<file path="src/rtl/sdram_arbiter.sv">
// Three-master arbiter in front of the SDRAM controller: strict-priority master with a
// consecutive-grant cap, round-robin for the rest, one request in flight, registered read return.
module sdram_arbiter #(
  parameter int PRIO_MASTER = 2,
  parameter int MAX_CONSEC  = 4,
  parameter int ACK_TIMEOUT = 255
) (
  input  logic        clock,
  input  logic        reset,
  input  logic [2:0]  m_req,
  input  logic [77:0] m_addr,
  input  logic [2:0]  m_write,
  input  logic [11:0] m_byte_enable,
  input  logic [95:0] m_wdata,
  output logic [2:0]  m_ack,
  output logic [31:0] m_rdata,
  output logic [2:0]  m_rdvalid,
  output logic [2:0]  sdram_req,
  output logic [25:0] sdram_addr,
  output logic        sdram_write,
  output logic [3:0]  sdram_byte_enable,
  output logic [31:0] sdram_wdata,
  input  logic        sdram_ack,
  input  logic [31:0] sdram_rdata,
  input  logic [2:0]  sdram_rdvalid,
  output logic        ack_timeout
);

  localparam int CW = (MAX_CONSEC < 1) ? 1 : $clog2(MAX_CONSEC + 1);
  localparam int TW = (ACK_TIMEOUT < 2) ? 1 : $clog2(ACK_TIMEOUT + 1);
  localparam logic [2:0]    PRIO_MASK  = 3'(1 << PRIO_MASTER);
  localparam logic [1:0]    PRIO_IDX   = 2'(PRIO_MASTER);
  localparam logic [CW-1:0] CONSEC_MAX = CW'(MAX_CONSEC);
  localparam logic [TW-1:0] TMO_LIM    = TW'(ACK_TIMEOUT);
  localparam logic [TW-1:0] TMO_LAST   = TW'(ACK_TIMEOUT - 1);

  typedef enum logic {IDLE, BUSY} state_t;

  state_t        state_reg, state_next;
  logic [2:0]    grant_reg, grant_next;
  logic [1:0]    rr_reg, rr_next;
  logic [CW-1:0] consec_reg, consec_next;
  logic [TW-1:0] tmo_cnt_reg;
  logic          ack_timeout_reg;
  logic [25:0]   addr_reg;
  logic          write_reg;
  logic [3:0]    be_reg;
  logic [31:0]   wdata_reg;
  logic [2:0]    rdvalid_reg;
  logic [31:0]   rdata_reg;

  logic [2:0]    eligible;
  logic          prio_elig, others_elig, prio_win, rr_found, load;
  logic [1:0]    rr_idx, cand, win_idx;
  logic [25:0]   win_addr;
  logic          win_write;
  logic [3:0]    win_be;
  logic [31:0]   win_wdata;

  function automatic logic [1:0] wrap_add(input logic [1:0] base, input logic [1:0] off);
    logic [2:0] s;
    s = {1'b0, base} + {1'b0, off};
    return (s >= 3'd3) ? 2'(s - 3'd3) : s[1:0];
  endfunction

  always_ff @(posedge clock or negedge reset) begin
    if (!reset) begin
      state_reg       <= IDLE;
      grant_reg       <= '0;
      rr_reg          <= '0;
      consec_reg      <= '0;
      tmo_cnt_reg     <= '0;
      ack_timeout_reg <= 1'b0;
      addr_reg        <= '0;
      write_reg       <= 1'b0;
      be_reg          <= '0;
      wdata_reg       <= '0;
      rdvalid_reg     <= '0;
      rdata_reg       <= '0;
    end else begin
      state_reg  <= state_next;
      grant_reg  <= grant_next;
      rr_reg     <= rr_next;
      consec_reg <= consec_next;
      if (load) begin
        addr_reg    <= win_addr;
        write_reg   <= win_write;
        be_reg      <= win_be;
        wdata_reg   <= win_wdata;
        tmo_cnt_reg <= '0;
      end else if (state_reg == BUSY && !sdram_ack && tmo_cnt_reg != TMO_LIM) begin
        tmo_cnt_reg <= tmo_cnt_reg + TW'(1);
        if (tmo_cnt_reg == TMO_LAST) ack_timeout_reg <= 1'b1;
      end
      // Read return is a plain pipeline stage, independent of the request path.
      rdvalid_reg <= sdram_rdvalid;
      rdata_reg   <= sdram_rdata;
    end
  end

  always_comb begin
    state_next  = state_reg;
    grant_next  = grant_reg;
    rr_next     = rr_reg;
    consec_next = consec_reg;
    load        = 1'b0;
    // The acked master still shows m_req this cycle, so it must not win again.
    eligible    = m_req & ~(((state_reg == BUSY) && sdram_ack) ? grant_reg : 3'b000);
    prio_elig   = |(eligible & PRIO_MASK);
    others_elig = |(eligible & ~PRIO_MASK);
    prio_win    = prio_elig && ((consec_reg < CONSEC_MAX) || !others_elig);
    rr_idx      = rr_reg;
    rr_found    = 1'b0;
    cand        = rr_reg;
    for (int k = 0; k < 3; k++) begin
      cand = wrap_add(rr_reg, 2'(k));
      if (!rr_found && eligible[cand]) begin
        rr_idx   = cand;
        rr_found = 1'b1;
      end
    end
    win_idx = prio_win ? PRIO_IDX : rr_idx;
    if ((state_reg == IDLE) || sdram_ack) begin
      if (|eligible) begin
        state_next = BUSY;
        grant_next = 3'b001 << win_idx;
        load       = 1'b1;
        if (prio_win) begin
          consec_next = others_elig ? consec_reg + CW'(1) : '0;
        end else begin
          rr_next     = (rr_idx == 2'd2) ? 2'd0 : rr_idx + 2'd1;
          consec_next = '0;
        end
      end else begin
        state_next = IDLE;
        grant_next = '0;
      end
    end
  end

  always_comb begin
    case (win_idx)
      2'd1: begin
        win_addr  = m_addr[51:26];
        win_write = m_write[1];
        win_be    = m_byte_enable[7:4];
        win_wdata = m_wdata[63:32];
      end
      2'd2: begin
        win_addr  = m_addr[77:52];
        win_write = m_write[2];
        win_be    = m_byte_enable[11:8];
        win_wdata = m_wdata[95:64];
      end
      default: begin
        win_addr  = m_addr[25:0];
        win_write = m_write[0];
        win_be    = m_byte_enable[3:0];
        win_wdata = m_wdata[31:0];
      end
    endcase
  end

  always_comb begin
    sdram_req = (state_reg == BUSY) ? grant_reg : 3'b000;
    m_ack     = sdram_ack ? sdram_req : 3'b000;
  end

  assign sdram_addr        = addr_reg;
  assign sdram_write       = write_reg;
  assign sdram_byte_enable = be_reg;
  assign sdram_wdata       = wdata_reg;
  assign m_rdvalid         = rdvalid_reg;
  assign m_rdata           = rdata_reg;
  assign ack_timeout       = ack_timeout_reg;

endmodule

</file>
<file path="config.mk">
export PLATFORM = sky130hd
export DESIGN_NAME = sdram_arbiter
export DESIGN_NICKNAME = d
export VERILOG_FILES = /design/src/rtl/sdram_arbiter.sv
export SDC_FILE = /design/constraint.sdc
export NUM_CORES = 1
export LEC_CHECK = 0
export BUFFER_PORTS_ARGS = -buffer_cell sky130_fd_sc_hd__buf_2
export CORE_AREA = 8 8 124 126
export CTS_BUF_LIST = sky130_fd_sc_hd__clkbuf_4 sky130_fd_sc_hd__clkbuf_8 sky130_fd_sc_hd__clkbuf_16
export DETAILED_ROUTE_END_ITERATION = 8
export DIE_AREA = 0 0 132 134
export PLACE_DENSITY = 0.89
export SLEW_MARGIN = 20
export SYNTH_ARGS = -nofsm -noshare
export SYNTH_HDL_FRONTEND = slang
export SYNTH_SLANG_ARGS = --single-unit
</file>
<file path="constraint.sdc">
create_clock -name clock -period 8 [get_ports clock]
set_input_delay 1.2 -clock clock [delete_from_list [all_inputs] [get_ports clock]]
set_output_delay 1.2 -clock clock [all_outputs]
set_load 0.02 [all_outputs]
</file>
==> impl_results.md, run 1 <==
- Status: complete, no violations
- Worst setup margin: just under 4 ns
- Register area: 2900 sq um
- Area of the multi-input gates: approximately 2300 sq um
- Routed vias: 5534
- Die Ht: 134 um
- Met1 Wirelength: 7.27 mm
- Vias in the first global route: 5705
- Dpl ws: 3.57 ns
- # rows: between 40 and 50
- Seq/Total Area, Yosys: 53.3%
- R2R cell count: 12
- Num CTS Buffers: 17
- Final setup viols: 0
- Die area: 17700 sq um
- Kind of critical path: primary input to flip-flop
- Clock-pin slew on the worst setup and hold paths: ~0.050 ns
- Syn-to-layout area delta: 43.7%
- Initial antenna violation count: 0
- Syn avg cell area: ~9.2 sq um
- IO Port Bufs: 334
- Crit path time final: a little over 4 ns
- Crit-path cells: buf_2, nand3_2, inv_2, nor2_1, a31oi_1, a32oi_1, and4_4, or3_1, ha_4, buf_4, nor2_1, a21oi_1, o21ai_0
- Nets: 1139
- Hold_buf cts: 0
- Top FF cell, synth: dfrtp_1
- Highest metal used: met4
- Yosys top cell area share: 53.3%
- Clk_lat worst skew: 0.41 ns
- H-Tree Depth: 4
- ANT nets after route: 0
- Met2 WL: 9.26 mm
- Initial Util: 40.3%
- DR iter-0 viols: 341
- RSZ-0062 raised after global routing: no
- Pin count of the biggest net entering global routing: 86
- Die extent in x: 132 um
- Total gr overflow: 0
- Commonest cells in the netlist: 116 x dfrtp_1, 74 x nand2_1, 74 x nor2_1, 66 x a21oi_1, 63 x a22oi_1
- Fillcell total: 1174
- Post-CTS Setup Inserts: 0
- Post-Syn Instances: 590
- Yosys reg bits: 116
- Hpwl dp: around 14 mm
- Pwr Density: 432 nW/um^2
- First-pass iteration count of the detailed router: 6
- Synthesized net count: 828
- Non-Filler Instances: 1093
- Slew Limit Fails: 0
- GRT Util Overall: 20.2%
- CTS tree: done
- DRC violations left: 0
- WP data arrival: 4.27 ns
- Post-route cell area: 7830 sq um
- Post-synth EDFFs: 0
- Longest Clk Path Bufs: 2
- Final TNS setup: 0 ns
- Max Fclk: 248 MHz
- Post-DR wirelength/cell: about 17 um
- First-pass GRT wire length: 28.8 mm
- CP most frequent cell: nor2_1
- ANT cells: 0
- Max Cap Viol: 0
- Slew HR: about a third
- Ys Warns: 0
- Hold path depth: 2
- Core footprint: 13500 sq um
- Post-Route WL: approximately 18 mm
- Final Hold Viols: 0
- CTS root buf: clkbuf_16
- GPL Wtd Cong: 0.918
- Lkg Pwr: around 4 nW
- Placed Cells: 1062
- Hold WC Path Type: flip-flop to flip-flop
- Largest cells by area after synthesis: dfrtp_1 53%, a22oi_1 8.7%, a21oi_1 6.1%
- Crit. End Element: flip-flop
- Clk_skew: 0.0125 ns
- Vias/cell: 5.06
- Setup crit start kind: primary input
- Synth area leader: dfrtp_1
- Worst VDD drop: ~0.4 mV
- Placed Area: approximately 7200 sq um
- Count of different cell masters after synthesis: 50
- WHS: 0.470 ns
- Ports: 335
- Crit path required time: 8.25 ns
- CP Max Fanout: 82
- Most common cell in the netlist: dfrtp_1
- CTS sink cnt: 116
- Tcrit/Tclk final: 50.3%
- Slowest stage delay, CP: 0.68 ns
- Synthesized area: between 5000 and 6000 sq um
- Post-CTS Resized: 0
- Worst path slowest cell: buf_4
- Worst-Margin Slew: 0.986 ns
- Met3 wire length: 1.63 mm
- Async set or reset register ratio after synthesis: between 90% and 100%
- Share of layout cells above drive strength 1: 41.6%
-- area by class of cell --
type / count / area share [%]
clock buffers: 23 / 6.41
flip-flops and latches: 116 / 37.1
multi-input cells: 419 / 29.8
inverters: 9 / 0.432
clock inverters: 8 / 1.57
repair buffers: 338 / 21.8
well taps: 180 / 2.88
-- cells in the final DEF (no fill, tap or decap), types with 2 or more instances in the layout --
cell type,count
nand3_2,2
dfrtp_1,116
xor2_1,6
nand2_1,74
and2_1,5
nor3_1,3
nor2_1,74
o211ai_1,2
nand2b_1,4
inv_1,8
nor4_1,2
buf_2,333
clkinvlp_4,3
clkbuf_16,17
nand4_1,5
nand3_1,6
clkbuf_8,5
nor2b_1,3
a22o_1,5
a22oi_1,63
clkinv_2,2
a21boi_0,2
buf_4,5
ha_1,6
o21ai_0,62
o21ai_1,3
bufinv_16,3
a32oi_1,2
a21oi_1,66
-- kinds of logic (layout without fill, tap and decap cells) --
| family | count (synthesis) | count (layout) | share of synthesized area, % |
|---|---|---|---|
| XOR/XNOR | 7 | 7 | 1.13 |
| AO/OA/AOI/OAI | 217 | 217 | 24.5 |
| buffers and inverters | 55 | 378 | 4.32 |
| AND/OR/NAND/NOR | 185 | 185 | 14.6 |
| flip-flops | 116 | 116 | 53.3 |
| multiplexers | 2 | 2 | 0.391 |
| adder cells (fa/ha/maj) | 8 | 8 | 1.84 |
-- through the flow --
| stage | utilization [%] | power (mW) |
|---|---|---|
| floorplan | - | 2.10 |
| global placement | 53.3 | 2.56 |
| detailed placement | 53.3 | 2.61 |
| CTS | 57.9 | 3.41 |
| global route | 57.9 | 3.67 |
| finish | 57.9 | 3.38 |
-- worst max-delay path, delay by kind of cell --
kind            cells  cell delay [ns]
fa+ha+maj           1             0.56
buf+inv             3             0.93
compound gates      4             0.56
simple gates        5             0.97
-- power by group --
group          switching, mW  internal [mW]  leakage [nW]
logic                   1.14          0.600          2.25
clock network          0.254          0.531         0.301
registers             0.0967          0.760          1.45
-- per-layer routing --
metal | GRT usage [%] | up-vias
li1 | - | 2709
met1 | 22.3 | 2515
met2 | 35.1 | 288
met3 | 7.40 | 22
met4 | 7.21 | 0
met5 | 0 | -
-- path summary, 6_finish.rpt --
path	from	end	slack [ns]
worst max register to register	rr_reg[0]$_DFFE_PN0P_	sdram_wdata[1]$_DFFE_PN0P_	4.11
max in group asynchronous	reset	m_rdata[12]$_DFF_PN0_	5.94
worst min register to register	sdram_byte_enable[1]$_DFFE_PN0P_	sdram_byte_enable[1]$_DFFE_PN0P_	0.47
worst min-delay path	sdram_byte_enable[1]$_DFFE_PN0P_	sdram_byte_enable[1]$_DFFE_PN0P_	0.47
min in group asynchronous	reset	sdram_wdata[7]$_DFFE_PN0P_	0.82
worst max-delay path	sdram_ack	sdram_wdata[1]$_DFFE_PN0P_	3.97
No activity file was read; power rests on OpenSTA's default activity.
==> run 2: changes to the inputs <==
Settings changed: ABC_AREA set to 1, CORE_AREA 8 8 124 126 to 8 8 125 127, DIE_AREA 0 0 132 134 to 0 0 133 135, PLACE_DENSITY 0.89 to 0.88.
Clock period 8 ns to 4.2 ns, I/O delays scaled along.
==> run 2 against run 1 <==
Against the previous run: combinational power increased by 110%; first-iteration DRC count fell by 16%; sequential share of layout area is 0.61 points lower; hold slack got worse by 0.23 ns; critical endpoint is now sdram_wdata[23]$_DFFE_PN0P_; wire length is 5.9% higher; area after synthesis grew 1.7%; global-route usage rose by 1.1 points; setup slack worse by 2.9 ns.
==> impl_results.md, run 2 <==
- Pwr Density: 854 nW/um^2 (was 432 nW/um^2)
- R2R cell count: 16 (was 12)
- Crit-path cells: inv_1, ha_1, inv_1, nand4_1, nand2_1, nor2_2, nand3_1, nand3_1, nand2_1, nor2_2, inv_1, ha_2, inv_2, buf_12, nand2_1, a31oi_1 (was buf_2, nand3_2, inv_2, nor2_1, a31oi_1, a32oi_1, and4_4, or3_1, ha_4, buf_4, nor2_1, a21oi_1, o21ai_0)
- Worst reg2reg endpoint: sdram_wdata[23]$_DFFE_PN0P_ (was sdram_wdata[1]$_DFFE_PN0P_)
- Nets: 1173 (was 1139)
- Fillcell total: 1203 (was 1174)
- Yosys top cell area share: 52.4% (was 53.3%)
- Pin count of the biggest net entering global routing: 65 (was 86)
- Clk_skew: 0.00624 ns (was 0.0125 ns)
- Max Fclk: 319 MHz
- First-pass iteration count of the detailed router: 5 (was 6)
- Hold_buf cts: 0 (unchanged)
- Ys Warns: 0 (unchanged)
- Slew HR: 53.2% (was 34.0%)
- Worst path buffer plus inverter count: 5 (was 3)
- Count of different cell masters after synthesis: 31 (was 50)
- ANT nets after route: 0 (unchanged)
- Top FF cell, synth: dfrtp_1 (unchanged)
- Hpwl dp: 15.1 mm (was 14.2 mm)
- WP data arrival: 3.46 ns (was 4.27 ns)
- Synthesized area: 5540 sq um (was 5450 sq um)
- Routed vias: 5680 (was 5534)
- IO Port Bufs: 334 (unchanged)
- Die area: 18000 sq um (was 17700 sq um)
- Final TNS setup: 0 ns (unchanged)
- Worst VDD drop: 0.695 mV (was 0.408 mV)
- RSZ-0062 raised after global routing: no (unchanged)
- Post-CTS Setup Inserts: 0 (unchanged)
- Clock-pin slew on the worst setup and hold paths: 0.06 ns (was 0.05 ns)
- Post-CTS Resized: 0 (unchanged)
- Crit path time final: around 3.1 ns
- Dpl ws: 1.03 ns (was 3.57 ns)
- Longest Clk Path Bufs: 2 (unchanged)
- Commonest non-fill, non-tap cell in the layout: buf_2 (unchanged)
- Slowest stage delay, CP: 0.47 ns (was 0.68 ns)
- Worst r2r src: rr_reg[0]$_DFFE_PN0P_ (unchanged)
- Post-DR wirelength/cell: 17.3 um (was 16.9 um)
- Cell family with most CP delay: buffers and inverters (was simple AND/OR/NAND/NOR gates)
- Syn avg cell area: 9.03 sq um (was 9.23 sq um)
- Final setup viols: 0 (unchanged)
- Max Cap Viol: 0 (unchanged)
- CTS sink cnt: 116 (unchanged)
- Initial antenna violation count: 0 (unchanged)
- Num CTS Buffers: 17 (unchanged)
- Ports: 335 (unchanged)
- Worst path slowest cell: inv_2 (was buf_4)
- Final Hold Viols: 0 (unchanged)
- Seq/Total Area, Yosys: 52.4% (was 53.3%)
- Status: complete, no violations (unchanged)
- Post-Route WL: 19.5 mm (was 18.4 mm)
- First-pass GRT wire length: 30.1 mm (was 28.8 mm)
- Overall Power: 6.79 mW (was 3.38 mW)
- CTS tree: done (unchanged)
- Initial Util: 40.7% (was 40.3%)
- Largest cells by area after synthesis: dfrtp_1 52%, nand2_1 11%, a22o_1 10% (was dfrtp_1 53%, a22oi_1 8.7%, a21oi_1 6.1%)
- Post-Syn Instances: 614 (was 590)
- Syn-to-layout area delta: 43.6% (was 43.7%)
- Yosys reg bits: 116 (unchanged)
- R2R setup slack: 1.06 ns (was 4.11 ns)
- Synthesized net count: 852 (was 828)
- Core footprint: 13600 sq um (was 13500 sq um)
- GRT Util Overall: 21.3% (was 20.2%)
- Lkg Pwr: 4.22 nW (was 4.00 nW)
- Slew Limit Fails: 0 (unchanged)
- DRC violations left: 0 (unchanged)
- Async set or reset register ratio after synthesis: 100% (unchanged)
- GPL Wtd Cong: 0.872 (was 0.918)
- Synth area leader: dfrtp_1 (unchanged)
- ANT cells: 0 (unchanged)
- Worst-Margin Slew: 0.701 ns (was 0.986 ns)
- Post-synth EDFFs: 0 (unchanged)
- Hold WC Path Type: primary input to async pin (was flip-flop to flip-flop)
- Most common cell in the netlist: nand2_1 (was dfrtp_1)
- Commonest cells in the netlist: 161 x nand2_1, 116 x dfrtp_1, 69 x nor2_1, 65 x a22o_1, 63 x a31oi_1 (was 116 x dfrtp_1, 74 x nand2_1, 74 x nor2_1, 66 x a21oi_1, 63 x a22oi_1)
- Tcrit/Tclk final: between 70% and 80%
- DR iter-0 viols: 285 (was 341)
- Crit. End Element: flip-flop (unchanged)
- Setup crit start kind: flip-flop (was primary input)
- Worst setup margin: 1.06 ns (was 3.97 ns)
- Share of layout cells above drive strength 1: 42.2% (was 41.6%)
- CTS root buf: clkbuf_16 (unchanged)
- Most frequent cells in the layout: 333 x buf_2, 161 x nand2_1, 116 x dfrtp_1 (was 333 x buf_2, 116 x dfrtp_1, 74 x nand2_1, 74 x nor2_1, 66 x a21oi_1)
- Die extent in x: 133 um (was 132 um)
- # rows: 43 (unchanged)
- Kind of critical path: flip-flop to flip-flop (was primary input to flip-flop)
- Total gr overflow: 0 (unchanged)
- Die Ht: 135 um (was 134 um)
- Vias in the first global route: 5870 (was 5705)
- Crit path required time: 4.52 ns (was 8.25 ns)
- CP Max Fanout: 33 (was 82)
- H-Tree Depth: 4 (unchanged)
- Vias/cell: 5.04 (was 5.06)
- Clk_lat worst skew: 0.41 ns (about the same)
run 2: cell types whose count changed in the layout (fill, tap and decap cells not counted), sizes merged, moves of 6 or more:
cell	previous run	this run
nand2	74	167
a22oi	63	0
a31oi	2	63
o21ai	66	5
a21oi	67	7
a22o	5	65
inv	9	39
nand3	8	18
clkbuf	23	17
run 2: worst max path at each step:
| stage | from | endpoint | slack [ns] | cells after the start |
|---|---|---|---|---|
| 6_report | rr_reg[0]$_DFFE_PN0P_ | sdram_wdata[23]$_DFFE_PN0P_ | 1.06 | 16 |
| 2_1_floorplan | rr_reg[0]$_DFFE_PN0P_ | sdram_addr[0]$_DFFE_PN0P_ | 1.54 | 17 |
| 5_1_grt | rr_reg[0]$_DFFE_PN0P_ | sdram_addr[14]$_DFFE_PN0P_ | 0.75 | 16 |
| 3_3_place_gp | sdram_ack | sdram_addr[14]$_DFFE_PN0P_ | 1.10 | 16 |
| 3_5_place_dp | sdram_ack | sdram_byte_enable[1]$_DFFE_PN0P_ | 1.03 | 16 |
| 4_1_cts | rr_reg[0]$_DFFE_PN0P_ | sdram_addr[14]$_DFFE_PN0P_ | 1.09 | 16 |
run 2: through the flow:
step / std cells / hold slack (ns) / instance area (sq um) / util, %
6_report: 1128 / 0.244 / 7960 / 58.5
4_1_cts: 1128 / 0.249 / 7960 / 58.5
3_3_place_gp: 1096 / 0.457 / 7330 / 53.9
3_5_place_dp: 1096 / 0.474 / 7330 / 53.9
5_1_grt: 1128 / 0.293 / 7960 / 58.5
2_1_floorplan: 614 / 0.334 / 5540 / -
run 2: final cells by class:
type	instances	area (sq um)	area share [%]
Sequential cell	116	2900	36.5
Tap cell	180	225	2.83
Inverter	34	130	1.64
Multi-Input combinational cell	423	2310	29.0
Timing Repair Buffer	343	1770	22.2
Clock inverter	15	199	2.50
Clock buffer	17	425	5.35
run 2: kinds of logic (layout without fill, tap and decap cells):
logic type | count (synthesis) | after routing | share of synthesized area [%]
buf+inv | 75 | 409 | 6.07
compound gates | 144 | 144 | 19.4
flops | 116 | 116 | 52.4
simple gates | 269 | 269 | 20.0
fa+ha+maj | 8 | 8 | 1.81
xor+xnor | 1 | 1 | 0.158
mux | 1 | 1 | 0.181
run 2: power breakdown:
| group | internal [mW] | leakage [nW] | switching (mW) |
|---|---|---|---|
| Combinational | 1.24 | 2.54 | 2.36 |
| Clock | 0.951 | 0.302 | 0.547 |
| Sequential | 1.50 | 1.38 | 0.197 |
| Total | 3.69 | 4.22 | 3.10 |
run 2: per-layer routing:
layer | vias up | share of wire [%] | global-route usage [%]
met5 | - | 0 | 0
met4 | 0 | 2.1 | 8.45
met3 | 30 | 8.5 | 8.80
met2 | 272 | 51 | 37.3
met1 | 2625 | 38 | 22.2
li1 | 2753 | - | -
